--- config.mk ---
export PLATFORM = sky130hd
export DESIGN_NAME = pc_sequencer
export DESIGN_NICKNAME = d
export VERILOG_FILES = /design/src/rtl/pc_sequencer.sv
export SDC_FILE = /design/constraint.sdc
export NUM_CORES = 1
export LEC_CHECK = 0
export ABC_AREA = 1
export CAP_MARGIN = 20
export CORE_AREA = 4 4 64 66
export DETAILED_ROUTE_END_ITERATION = 16
export DIE_AREA = 0 0 68 70
export PLACE_DENSITY = 0.84
export SLEW_MARGIN = 20
export SYNTH_ARGS = -nofsm -noshare
export SYNTH_HDL_FRONTEND = slang
export SYNTH_SLANG_ARGS = --single-unit
--- constraint.sdc ---
create_clock -name i_clk -period 4.1 [get_ports i_clk]
set_clock_uncertainty 0.2 [all_clocks]
set_input_delay 1.025 -clock i_clk [delete_from_list [all_inputs] [get_ports i_clk]]
set_output_delay 1.025 -clock i_clk [all_outputs]
set_load 0.02 [all_outputs]
--- src/rtl/pc_sequencer.sv ---
// Program-counter sequencer: run / single-step / drain / done control for the PC and pipeline.
// Optional executed-cycle counter enabled by defining PC_SEQ_CYCLE_COUNTER_EN.
module pc_sequencer #(
  parameter int unsigned DRAIN_CYCLES = 4,
  parameter int unsigned ADDR_WIDTH   = 32
) (
  input  logic                  i_clk,
  input  logic                  i_reset_n,
  input  logic                  i_start,
  input  logic                  i_mode_run,
  input  logic                  i_step_req,
  input  logic                  i_clear,
  input  logic                  i_halt_detected,
  input  logic                  i_hazard_stall,
  input  logic                  i_branch_taken,
  input  logic [ADDR_WIDTH-1:0] i_branch_target,
  output logic                  o_pc_stall,
  output logic                  o_pc_halt,
  output logic                  o_pc_jump,
  output logic [ADDR_WIDTH-1:0] o_pc_jump_address,
  output logic                  o_pipe_en,
  output logic                  o_done,
  output logic [2:0]            o_state,
  output logic [31:0]           o_cycle_count
);

  localparam int unsigned CNT_W = 4;
  localparam int unsigned CYC_W = 32;

  typedef enum logic [2:0] {
    S_IDLE      = 3'd0,
    S_RUN       = 3'd1,
    S_STEP_WAIT = 3'd2,
    S_STEP_EXEC = 3'd3,
    S_DRAIN     = 3'd4,
    S_DONE      = 3'd5
  } state_e;

  state_e             state_q, state_d;
  logic [CNT_W-1:0]   drain_cnt_q, drain_cnt_d;
  logic               step_prev_q;
  logic               advancing;
  logic               step_edge;

  assign advancing = (state_q == S_RUN) || (state_q == S_STEP_EXEC);
  assign step_edge = i_step_req && !step_prev_q;

  // Next-state, drain counter and decoded outputs
  always_comb begin
    state_d           = state_q;
    drain_cnt_d       = drain_cnt_q;
    o_pc_halt         = !advancing;
    o_pipe_en         = advancing || (state_q == S_DRAIN);
    o_done            = (state_q == S_DONE);
    o_pc_stall        = i_hazard_stall && advancing;
    o_pc_jump         = i_branch_taken && advancing && !i_halt_detected;
    o_pc_jump_address = i_branch_target;
    o_state           = 3'(state_q);

    case (state_q)
      S_IDLE: begin
        if (i_start) state_d = i_mode_run ? S_RUN : S_STEP_WAIT;
      end
      S_RUN: begin
        if (i_halt_detected) begin
          state_d     = S_DRAIN;
          drain_cnt_d = CNT_W'(DRAIN_CYCLES - 1);
        end
      end
      S_STEP_WAIT: begin
        if (step_edge) state_d = S_STEP_EXEC;
      end
      S_STEP_EXEC: begin
        // Halt has priority; a stalled cycle keeps the step pending
        if (i_halt_detected) begin
          state_d     = S_DRAIN;
          drain_cnt_d = CNT_W'(DRAIN_CYCLES - 1);
        end else if (!i_hazard_stall) begin
          state_d = S_STEP_WAIT;
        end
      end
      S_DRAIN: begin
        if (drain_cnt_q == '0) state_d = S_DONE;
        else                   drain_cnt_d = drain_cnt_q - CNT_W'(1);
      end
      S_DONE: begin
        if (i_clear) state_d = S_IDLE;
      end
      default: state_d = S_IDLE;
    endcase
  end

  always_ff @(posedge i_clk or negedge i_reset_n) begin
    if (!i_reset_n) begin
      state_q     <= S_IDLE;
      drain_cnt_q <= '0;
      step_prev_q <= 1'b0;
    end else begin
      state_q     <= state_d;
      drain_cnt_q <= drain_cnt_d;
      step_prev_q <= i_step_req;
    end
  end

`ifdef PC_SEQ_CYCLE_COUNTER_EN
  logic [CYC_W-1:0] cycle_cnt_q, cycle_cnt_d;

  // Saturating count of pipeline-active cycles, cleared on launch
  always_comb begin
    cycle_cnt_d = cycle_cnt_q;
    if ((state_q == S_IDLE) && i_start) begin
      cycle_cnt_d = '0;
    end else if ((advancing || (state_q == S_DRAIN)) && (cycle_cnt_q != '1)) begin
      cycle_cnt_d = cycle_cnt_q + CYC_W'(1);
    end
  end

  always_ff @(posedge i_clk or negedge i_reset_n) begin
    if (!i_reset_n) cycle_cnt_q <= '0;
    else            cycle_cnt_q <= cycle_cnt_d;
  end

  assign o_cycle_count = cycle_cnt_q;
`else
  assign o_cycle_count = '0;
`endif

endmodule

Word-level counts from Yosys, hierarchy flattened
Cells that the tools add are included.
{"block": "totals", "register_bits": 8, "input_bits": 41, "wordCells": 44}
{"block": "classes", "add_sub_neg": 1, "eq_ne": 13, "n_mux": 12, "n_reduce_logical": 15}
{"cell": "$mux 3", "count": 7}
{"cell": "$pmux 3 s6", "count": 1}
{"cell": "$ne 2x2->1 const B", "count": 5}
{"cell": "$mux 4", "count": 2}
{"cell": "$pmux 4 s2", "count": 1}
{"cell": "$eq 3x2->1 const B", "count": 2}
{"cell": "$eq 3x3->1 const B", "count": 2}
{"cell": "$reduce_and 6->1", "count": 1}
{"cell": "$logic_and 1x1->1", "count": 4}
{"cell": "$logic_not 4->1", "count": 1}
{"cell": "$ne 2x1->1 const B", "count": 2}
{"cell": "$sub 4x1->4 const B", "count": 1}
{"cell": "$eq 3x1->1 const B", "count": 1}
{"cell": "$logic_not 1->1", "count": 3}
{"cell": "$logic_not 3->1", "count": 1}
{"cell": "$ne 3x3->1 const B", "count": 1}
{"cell": "$reduce_and 3->1", "count": 1}
{"cell": "$logic_or 1x1->1", "count": 2}
{"cell": "$mux 2", "count": 1}
{"cell": "$reduce_bool 2->1", "count": 1}
{"cell": "$reduce_or 2->1", "count": 1}

Longest topological paths before layout
{"block": "depth", "word_depth": 4, "depth_mapped": 8, "depth_no_buf": 8}

Worst setup path before layout
No wires, ideal clock.
{"block": "synth_path", "path_kind": "input to output", "startpoint": "input port i_halt_detected", "endpoint": "output port o_pc_jump", "arrival_time_ns": 1.478, "t_required_ns": 2.875, "slack_ns": 1.397, "cell_stages": 3, "n_path_buf": 0, "cell_sequence": "inv_1 nand2_1 nor2_1"}
{"block": "synth_between", "elab_chain_len": 2}
{"element": "from (decl)", "line": "13", "rtl": "input logic i_halt_detected,"}
{"element": "$logic_not 1->1", "line": "56", "rtl": "o_pc_jump = i_branch_taken && advancing && !i_halt_detected;"}
{"element": "$logic_and 1x1->1", "line": "56"}
{"element": "to (decl)", "line": "19", "rtl": "output logic o_pc_jump,"}
No other way between the ends.

Worst setup path in the final report
Same ends and word-level chain as after synthesis.

==> out/metrics.csv <==
metric;value;unit
slew_viol_final;0;
gp_congestion;0.853;
synthAdderAreaFrac;2.37;%
worstSkewPairLatency;0.24;ns
yosysSeqAreaShare;18.9;%
worst_hold_slack;0.300;ns
grt_usage;6.32;%
swShare;50.2;%
finalCritPeriodShare;88.6;%
clk_path_buf_depth;2;
ir_drop;0.113;mV
final_cell_mix;conb_1 (32), inv_1 (16), nand2_1 (16), clkdlybuf4s50_1 (16);
dieWidth;68;microns
grt_pass1_wl;2.31;mm
fmax;0.275;GHz
rr_endpoint;o_state[1];
hold_class;flip-flop to flip-flop;
start_util;29.5;%
die_h;70;microns
synth-xor-area-share;1.66;%
area.sequential;200;sq um
yosys_register_bits;8;
muxShareOfSynthArea;0;%
route.top_layer_used;met4;
min_period;3.63;ns
finalNetCount;177;
multi_input_area;422;sq um
wl_met1;576;microns
drt_pass1_iterations;4;
status;finished clean;
tns;0;ns
r2r_cells;7;
syn_inst;146;
fin_ws;0.468;ns
hold_path.startpoint;drain_cnt_q[0];
nFillCells;405;
synth_compound_area_share;5.92;%
power.internal;0.306;mW
grt_max_degree;9;
seqPwrFrac;24.3;%
vias;643;
hold_buffers;0;
hold_depth;1;
post_synth_instance_area;1060;sq um
cp-end-kind;primary output;
antenna_found_initial;0;
io_buffers;16;
dieArea;4760;sq um
worstPathMaxFanout;3;
hold_viol;0;
avgSynthCellArea;7.24;sq um
cts_tree;built;
synth_top_family_by_area;buffers and inverters;
cts_setup_buffers;0;
power_leakage;0.519;nW
layout.cells.non_filler;180;
postRouteAntennaNets;0;
grt_pass1_vias;536;
routed_wl;1.59;mm
grt_overflow_total;0;
core;3580;sq um
drc;0;
worstReg2RegStart;drain_cnt_q[0];
powerDensity;656;nW/um^2
utilization;26.2;%
fin_area;936;sq um
p_total;0.614;mW
syn2layout_area_growth;-11.5;%
pre_cts_ws;0.468;ns
clkPwrFrac;9.2;%
cts-root-buf;clkbuf_4;
antenna_cells;0;
required;2.87;ns
cap_violations;0;
crit_type;primary input to primary output;
min_to;drain_cnt_q[0];
cts_htree_levels;1;
rows;22;
power_switching;0.308;mW
p_comb_share;66.6;%
final_common_cell;conb_1;
yosys.area_share.simple;18.6;%
clk_pin_slew;0.05;ns
post_drt_wl_per_cell;8.82;microns
placed_area;913;sq um
layout-drive-gt1-share;12.1;%
wl_met2;742;microns
rsz0062_at_grt;false;
viasPerCell;3.57;
cts_resized;0;
final-setup-viol-count;0;
cts_buffers;3;
dp.final_hpwl;1.39;mm
synth_warnings;0;
clkSinkCount;8;
drtIter0Drc;41;
critPathLaunchType;primary input;
ios;113;
placed_cells;177;
cp.arrival;2.41;ns
met3_length;232;microns
synth_cell_type_count;22;
r2r_setup_slack;2.63;ns
## state kept, by name (all words and copies together) (netlist names)
signal       flops
step_prev_q      1
o_state          3
drain_cnt_q      4
## worst max path at each step
stage           endpoint            start  slack, ns  cells past startpoint
2_1_floorplan  o_pc_jump  i_halt_detected       1.40                      3
3_3_place_gp   o_pc_jump  i_halt_detected       0.48                      5
3_5_place_dp   o_pc_jump  i_halt_detected       0.47                      5
4_1_cts        o_pc_jump  i_halt_detected       0.45                      5
5_1_grt        o_pc_jump  i_halt_detected       0.36                      5
6_report       o_pc_jump  i_halt_detected       0.47                      5
## critical path, stage by stage
cell and delay (ns):
clkdlybuf4s50_1 0.43, inv_1 0.08, nand2_1 0.13, nor2_1 0.12, clkdlybuf4s50_1 0.61
## synthesized netlist by cell type (all sizes together)
| master | instances | area, sq um |
|---|---|---|
| xnor2 | 2 | 17.5 |
| conb | 1 | 3.75 |
| nor2 | 10 | 47.6 |
| nor3 | 2 | 10.0 |
| o21ai | 6 | 33.8 |
| o21bai | 2 | 15.0 |
| a21oi | 2 | 13.8 |
| inv | 19 | 71.3 |
| nand3 | 6 | 30.0 |
| and2 | 1 | 7.51 |
| nand2 | 21 | 101 |
| dfrtp | 8 | 200 |
| ha | 2 | 25.0 |
| buf | 64 | 480 |
## power groups by stage
| stage | Clock [mW] | Combinational [mW] | Sequential, mW |
|---|---|---|---|
| 3_5_place_dp | 0 | 0.410 | 0.151 |
| 6_report | 0.0563 | 0.409 | 0.149 |
| 2_1_floorplan | 0 | 0.349 | 0.160 |
| 5_1_grt | 0.0664 | 0.449 | 0.156 |
| 4_1_cts | 0.0601 | 0.411 | 0.150 |
| 3_3_place_gp | 0 | 0.402 | 0.150 |
## routing by layer
metal / vias up / GRT usage, %
li1: 319 / -
met1: 281 / 6.32
met2: 31 / 10.1
met3: 12 / 4.34
met4: 0 / 2.43
met5: - / 0
## cell families after synthesis
kind of cell               after synthesis
DFF                                      8
AOI/OAI and AO/OA                       10
and+or+nand+nor                         40
buffers and inverters                   83
adders and majority gates                2
xor gates and xnor gates                 2
other                                    1
## final cells by class
type	count	area share (%)
Tap cell	48	6.42
Inverter	19	7.62
Clock buffer	3	2.41
Multi-Input combinational cell	86	45.1
Timing Repair Buffer	16	17.1
Sequential cell	8	21.4
Note: power is estimated with default switching activity, not from simulation.
